### src/rtl/vga_capture_decoder.sv
// Receive-side VGA decoder: samples an incoming VGA stream, rebuilds sx/sy and
// verifies active-area geometry every line and frame before asserting locked.
//
// state   | meaning
// --------+------------------------------------------------------------------
// SEARCH  | waiting for the first vsync edge to start a measurement frame
// MEASURE | counting one full frame; lock only if every line and the frame fit
// LOCKED  | geometry verified; any line/frame mismatch or timeout drops lock

module vga_capture_decoder #(
   parameter int CORDW        = 10,
   parameter int H_RES        = 640,
   parameter int V_RES        = 480,
   parameter int SYNC_POL     = 0,
   parameter int LINE_TIMEOUT = 1023
) (
   input  logic             clk_pix,
   input  logic             rst_n,
   input  logic             vga_hsync,
   input  logic             vga_vsync,
   input  logic             vga_de,
   input  logic [3:0]       vga_r,
   input  logic [3:0]       vga_g,
   input  logic [3:0]       vga_b,
   output logic [CORDW-1:0] sx,
   output logic [CORDW-1:0] sy,
   output logic             de,
   output logic [3:0]       pix_r,
   output logic [3:0]       pix_g,
   output logic [3:0]       pix_b,
   output logic             frame_start,
   output logic             locked,
   output logic             error
);

   localparam int              TW       = $clog2(LINE_TIMEOUT + 1);
   localparam logic [CORDW-1:0] CORD_MAX = '1;
   localparam logic [CORDW-1:0] H_RES_C  = CORDW'(H_RES);
   localparam logic [CORDW-1:0] V_RES_C  = CORDW'(V_RES);
   localparam logic [TW-1:0]    TMO_MAX  = TW'(LINE_TIMEOUT);
   localparam logic             POL_HIGH = (SYNC_POL != 0);

   typedef enum logic [1:0] {
      S_SEARCH  = 2'd0,
      S_MEASURE = 2'd1,
      S_LOCKED  = 2'd2
   } state_t;

   state_t state_q, state_d;

   logic       hs1_q, vs1_q, de1_q;
   logic       hs_prev_q, vs_prev_q, de_prev_q;
   logic [3:0] r1_q, g1_q, b1_q;

   logic [CORDW-1:0] sx_q, sx_d;
   logic [CORDW-1:0] sy_q, sy_d;
   logic [CORDW-1:0] act_w_q, act_w_d;
   logic [CORDW-1:0] act_h_q, act_h_d;
   logic [TW-1:0]    tmo_q, tmo_d;
   logic             mism_q, mism_d;

   logic       de_q;
   logic [3:0] pix_r_q, pix_g_q, pix_b_q;
   logic       fs_q, locked_q, error_q;

   logic             hs_edge, vs_edge, de_rise, de_fall;
   logic             timeout, w_bad, h_bad, mism_now;
   logic [CORDW-1:0] act_h_upd;

   // Stage 1: input register with syncs normalised to active-high.
   always_ff @(posedge clk_pix or negedge rst_n) begin
      if (!rst_n) begin
         hs1_q     <= 1'b0;
         vs1_q     <= 1'b0;
         de1_q     <= 1'b0;
         r1_q      <= '0;
         g1_q      <= '0;
         b1_q      <= '0;
         hs_prev_q <= 1'b0;
         vs_prev_q <= 1'b0;
         de_prev_q <= 1'b0;
      end else begin
         hs1_q     <= POL_HIGH ? vga_hsync : ~vga_hsync;
         vs1_q     <= POL_HIGH ? vga_vsync : ~vga_vsync;
         de1_q     <= vga_de;
         r1_q      <= vga_r;
         g1_q      <= vga_g;
         b1_q      <= vga_b;
         hs_prev_q <= hs1_q;
         vs_prev_q <= vs1_q;
         de_prev_q <= de1_q;
      end
   end

   always_comb begin
      hs_edge   = hs1_q & ~hs_prev_q;
      vs_edge   = vs1_q & ~vs_prev_q;
      de_rise   = de1_q & ~de_prev_q;
      de_fall   = ~de1_q & de_prev_q;
      timeout   = (tmo_q == TMO_MAX);
      w_bad     = de_fall & (act_w_q != H_RES_C);
      // A de_fall coinciding with vs_edge belongs to the frame being checked.
      act_h_upd = (de_fall && act_h_q != CORD_MAX) ? act_h_q + CORDW'(1) : act_h_q;
      h_bad     = (act_h_upd != V_RES_C);
      mism_now  = mism_q | w_bad;
   end

   always_comb begin
      sx_d    = sx_q;
      sy_d    = sy_q;
      act_w_d = act_w_q;
      act_h_d = act_h_upd;
      mism_d  = mism_now;
      tmo_d   = tmo_q;

      if (de_rise)
         sx_d = '0;
      else if (de1_q && sx_q != CORD_MAX)
         sx_d = sx_q + CORDW'(1);

      if (vs_edge)
         sy_d = '0;
      else if (de_fall && sy_q != CORD_MAX)
         sy_d = sy_q + CORDW'(1);

      if (de_rise)
         act_w_d = CORDW'(1);
      else if (de1_q && act_w_q != CORD_MAX)
         act_w_d = act_w_q + CORDW'(1);

      // Every vsync edge opens a fresh measurement window.
      if (vs_edge) begin
         act_h_d = '0;
         mism_d  = 1'b0;
      end

      if (hs_edge)
         tmo_d = '0;
      else if (!timeout)
         tmo_d = tmo_q + TW'(1);
   end

   always_comb begin
      state_d = state_q;
      case (state_q)
         S_SEARCH: begin
            if (vs_edge)
               state_d = S_MEASURE;
         end
         S_MEASURE: begin
            if (timeout)
               state_d = S_SEARCH;
            else if (vs_edge && !mism_now && !h_bad)
               state_d = S_LOCKED;
         end
         S_LOCKED: begin
            if (timeout || w_bad || (vs_edge && h_bad))
               state_d = S_SEARCH;
         end
         default: state_d = S_SEARCH;
      endcase
   end

   always_ff @(posedge clk_pix or negedge rst_n) begin
      if (!rst_n) begin
         state_q <= S_SEARCH;
         sx_q    <= '0;
         sy_q    <= '0;
         act_w_q <= '0;
         act_h_q <= '0;
         mism_q  <= 1'b0;
         tmo_q   <= '0;
      end else begin
         state_q <= state_d;
         sx_q    <= sx_d;
         sy_q    <= sy_d;
         act_w_q <= act_w_d;
         act_h_q <= act_h_d;
         mism_q  <= mism_d;
         tmo_q   <= tmo_d;
      end
   end

   // Stage 2: output register; error fires on the cycle locked falls.
   always_ff @(posedge clk_pix or negedge rst_n) begin
      if (!rst_n) begin
         de_q     <= 1'b0;
         pix_r_q  <= '0;
         pix_g_q  <= '0;
         pix_b_q  <= '0;
         fs_q     <= 1'b0;
         locked_q <= 1'b0;
         error_q  <= 1'b0;
      end else begin
         de_q     <= de1_q;
         pix_r_q  <= de1_q ? r1_q : 4'd0;
         pix_g_q  <= de1_q ? g1_q : 4'd0;
         pix_b_q  <= de1_q ? b1_q : 4'd0;
         fs_q     <= (state_q == S_LOCKED) && de1_q && (sx_d == '0) && (sy_d == '0);
         locked_q <= (state_q == S_LOCKED);
         error_q  <= locked_q && (state_q != S_LOCKED);
      end
   end

   assign sx          = sx_q;
   assign sy          = sy_q;
   assign de          = de_q;
   assign pix_r       = pix_r_q;
   assign pix_g       = pix_g_q;
   assign pix_b       = pix_b_q;
   assign frame_start = fs_q;
   assign locked      = locked_q;
   assign error       = error_q;

endmodule
### config.mk
export PLATFORM = sky130hd
export DESIGN_NAME = vga_capture_decoder
export DESIGN_NICKNAME = d
export VERILOG_FILES = /design/src/rtl/vga_capture_decoder.sv
export SDC_FILE = /design/constraint.sdc
export NUM_CORES = 1
export LEC_CHECK = 0
export ABC_AREA = 1
export CAP_MARGIN = 40
export CORE_MARGIN = 2
export CORE_UTILIZATION = 50
export DETAILED_ROUTE_END_ITERATION = 8
export HOLD_SLACK_MARGIN = 0.06
export MAX_ROUTING_LAYER = met4
export PLACE_DENSITY = 0.87
export SYNTH_ARGS = -nofsm -noshare
export SYNTH_HDL_FRONTEND = slang
export SYNTH_SLANG_ARGS = --single-unit
### constraint.sdc
create_clock -name clk_pix -period 1.8 [get_ports clk_pix]
set_clock_uncertainty 0.2 [all_clocks]
set_input_delay 0.27 -clock clk_pix [delete_from_list [all_inputs] [get_ports clk_pix]]
set_output_delay 0.27 -clock clk_pix [all_outputs]
set_load 0.02 [all_outputs]
==> results of run 1 <==
[through the flow]
stage               cell area (um^2)  hold WS [ns]  setup TNS (ns)  utilization  setup WS (ns)
floorplan                       4120        -0.226          -0.368            -         -0.143
global placement                5410       -0.0285          -0.535        0.693         -0.178
detailed placement              5410       -0.0255           -1.49        0.693         -0.262
CTS                             5950         0.121          -0.664        0.762         -0.191
global route                    6470         0.127           -9.23        0.829         -0.812
finish                          6470         0.112           -6.20        0.829         -0.643
[critical path, cell delays in order (launching register included)]
cell and delay, ns:
dfrtp_2 0.46, inv_2 0.08, nor2_8 0.16, nand2_2 0.08, nor2_4 0.18, nand2_1 0.07, nand2_1 0.06, nand2_1 0.10
nor2_1 0.23, nand2_1 0.08, nor2_1 0.16, nand2_1 0.15, nand2_2 0.11, nand2_1 0.06, nand3_1 0.08, nand2_1 0.07
[layer usage]
| metal | vias to the layer above | wire length [um] | GRT usage |
|---|---|---|---|
| met5 | - | 0 | - |
| met4 | 0 | 1590 | 0.168 |
| met3 | 183 | 1660 | 0.0610 |
| met2 | 425 | 8160 | 0.545 |
| met1 | 2194 | 5490 | 0.337 |
| li1 | 1924 | - | - |
[cell type report]
type                    count  area [um^2]  area share
multi-input cells         312         2110       0.326
clock inverters             4         28.8     0.00445
repair buffers            175         1530       0.236
inverters                  91          354      0.0547
clock buffers              12          165      0.0255
well taps                 102          128      0.0197
flip-flops and latches     86         2160       0.333
[state kept, by name (all words and copies together) (netlist names), 4 cells and up]
| name | flops |
|---|---|
| pix_r | 4 |
| r1_q | 4 |
| tmo_q | 10 |
| pix_b | 4 |
| act_h_q | 10 |
| sy | 10 |
| pix_g | 4 |
| b1_q | 4 |
| g1_q | 4 |
| sx | 10 |
| act_w_q | 10 |
[cell usage after synthesis, drive strengths merged]
master and n:
nand4 6, or2 3, nand3 53, clkbuf 3, o21ai 19, a31oi 2
a211oi 4, xnor2 2, nand3b 3, nor3b 1, nor3 15, buf 4
inv 91, a21oi 14, nor4 1, ha 6, o41ai 1, o31ai 1
dfrtp 86, o211ai 1, a31o 1, xor2 4, nor2 52, o21bai 3
nand2 118
[where the power goes]
group	internal (uW)	total, uW	leakage (uW)	switching, uW
logic	419	975	0.00219	556
clock network	619	1420	0.0000950	802
registers	2050	2180	0.00111	137
total	3080	4580	0.00340	1490
[placed cells by master, fill, tap and decap left out, types with 3 or more instances in the layout]
master / netlist / routed
a211oi_2: 0 / 4
dfrtp_1: 86 / 81
clkbuf_8: 0 / 12
o21ai_1: 1 / 4
nand3b_1: 3 / 3
o21ai_2: 0 / 8
xor2_1: 4 / 4
nand2_2: 2 / 25
clkbuf_2: 0 / 3
dlygate4sd2_1: 0 / 25
ha_4: 0 / 5
nand3_4: 0 / 5
nor2_2: 4 / 7
nand4_1: 6 / 6
o21ai_0: 18 / 6
nand3_2: 3 / 13
a21oi_2: 0 / 4
nand2_1: 114 / 86
nand2_4: 2 / 9
nor2_1: 46 / 31
dfrtp_2: 0 / 5
dlymetal6s2s_1: 0 / 6
buf_6: 3 / 24
buf_4: 0 / 97
inv_1: 88 / 78
nor3_1: 15 / 8
nand3_1: 50 / 35
nor2_4: 1 / 13
clkdlybuf4s50_1: 0 / 16
inv_6: 0 / 3
nor3_4: 0 / 6
a21oi_1: 14 / 10
inv_2: 3 / 10
[kinds of logic after synthesis]
logic type | share of synthesized area
adder cells (fa/ha/maj) | 0.0184
flip-flops | 0.528
buffers and inverters | 0.0961
AO/OA/AOI/OAI | 0.0645
AND/OR/NAND/NOR | 0.280
XOR/XNOR | 0.0129
[timing repair]
item                                   4_1_cts  5_1_grt
pin swaps                                   19       36
setup endpoints to repair                   53       50
endpoints found under the hold margin       86        0
cloned                                       2        0
resized for setup                           96      122
setup buffers                               17       20
hold buffers                                 1        0
[how the worst min path moves through the flow]
stage | endpoint | slack [ns] | cells after the start
floorplan | act_h_q[0] | -0.23 | 0
CTS | pix_r[0] | 0.12 | 2
global placement | pix_g[0] | -0.03 | 1
finish | sy[9] | 0.11 | 2
detailed placement | pix_r[0] | -0.03 | 1
global route | sy[9] | 0.13 | 2
==> impl_metrics.csv, run 1 <==
group,metric,value,unit
status,status,"finished with violations",
layout,finalNetCount,698,
synthesis,synth-seq-area-share,0.528,
global_routing,overflow,0,
critical_path,worstPathMaxFanout,6,
synthesis,ys_types,35,
drt,post_drt_wl_per_cell,21.6,um
layout,drive_gt1_frac,0.394,
synthesis,postSynthCellCount,494,
floorplan,io_pins,53,
critical_path,r2r-end,"state_q[1]",
pwr,powerDensity,708,mW/mm^2
floorplan,start_util,0.522,
global_routing,gr-usage-all-layers,0.313,
drt,via_per_inst,6.04,
synthesis,synth_area_leaders,"dfrtp_1 53%, nand2_1 11%, inv_1 8.1%",
floorplan,rows,32,
floorplan,die_w,94.3,um
placed_design,finalWeightedCongestion,0.922,
critical_path,endpoint_kind,"flop",
pwr,leakage,0.00340,uW
critical_path,cp.arrival,2.52,ns
critical_path,endpoint,"state_q[1]",
sta,setup_violations,35,
critical_path,r2r_cells,15,
placed_design,dp_cells,731,
sta,fin_crit_sh,1.36,
synthesis,yosys.area.top_type,"dfrtp_1",
placed_design,dp_hpwl,7570,um
sta,max_freq,0.409,GHz
floorplan,core,0.00781,mm^2
pwr,design_power_total,4580,uW
synthesis,yosys.area.top_type_share,0.528,
sta,slew-limit-headroom,0.695,
critical_path,cp-start-kind,"flop",
layout,diodes,0,
clocking,worstSkewPairLatency,0.38,ns
sta,finalWorstSetupSlack,-0.643,ns
drt,drt-initial-drc-count,478,
clocking,clkSinkCount,86,
global_routing,grt_first_pass_wirelength,20600,um
critical_path,path_class,"flop to flop",
critical_path,r2r_slack,-0.64,ns
sta,hold_viol,0,
sta,slew_viol_final,0,
critical_path,r2r_start,"de",
pwr,ir_worst_vdd,0.697,mV
hold_path,hold_path_class,"input port to asynchronous set/reset pin",
sta,rsz0062_at_grt,"true",
global_routing,grt_start_max_net_pins,39,
synthesis,synth-warning-count,0,
drt,via_count,4726,
synthesis,synth.avg_cell_area,8.25,um^2
sta,tightest_slew,0.458,ns
layout,stdcell_count,782,
drt,drc,2,
layout,area_growth_syn_to_layout,58.9,%
critical_path,timing.critical_path.from,"de",
floorplan,dieArea,0.00889,mm^2
global_routing,antenna_found_initial,0,
drt,drt_first_pass_iters,8,
layout,fillerInstances,376,
global_routing,first_global_vias,4406,
clocking,clock_path_buffers,2,
synthesis,ys_seq_elements,86,
clocking,clk_pin_slew,0.10,ns
clocking,htreeDepth,3,
floorplan,die_y,94.3,um
drt,antenna_left,0,
critical_path,cp.required,1.88,ns
clocking,clock-root-buffer,"clkbuf_8",
synthesis,syn_area,0.00407,mm^2
clocking,cts_tree,"built",
sta,period_needed,2.44,ns
job,drv_cap,0,
synthesis,synth_nets,517,
drt,wl,16900,um
placed_design,place.port_buffers,52,
status,failed_checks,"DRC, setup timing",
clocking,cts_buffers,9,
No activity file was read; power rests on OpenSTA's default activity.
==> run 2: changes to the inputs <==
Settings changed: HOLD_SLACK_MARGIN 0.06 to not set.
==> results of run 2 <==
The final DEF is identical to that of run 1; final timing and power are the same.
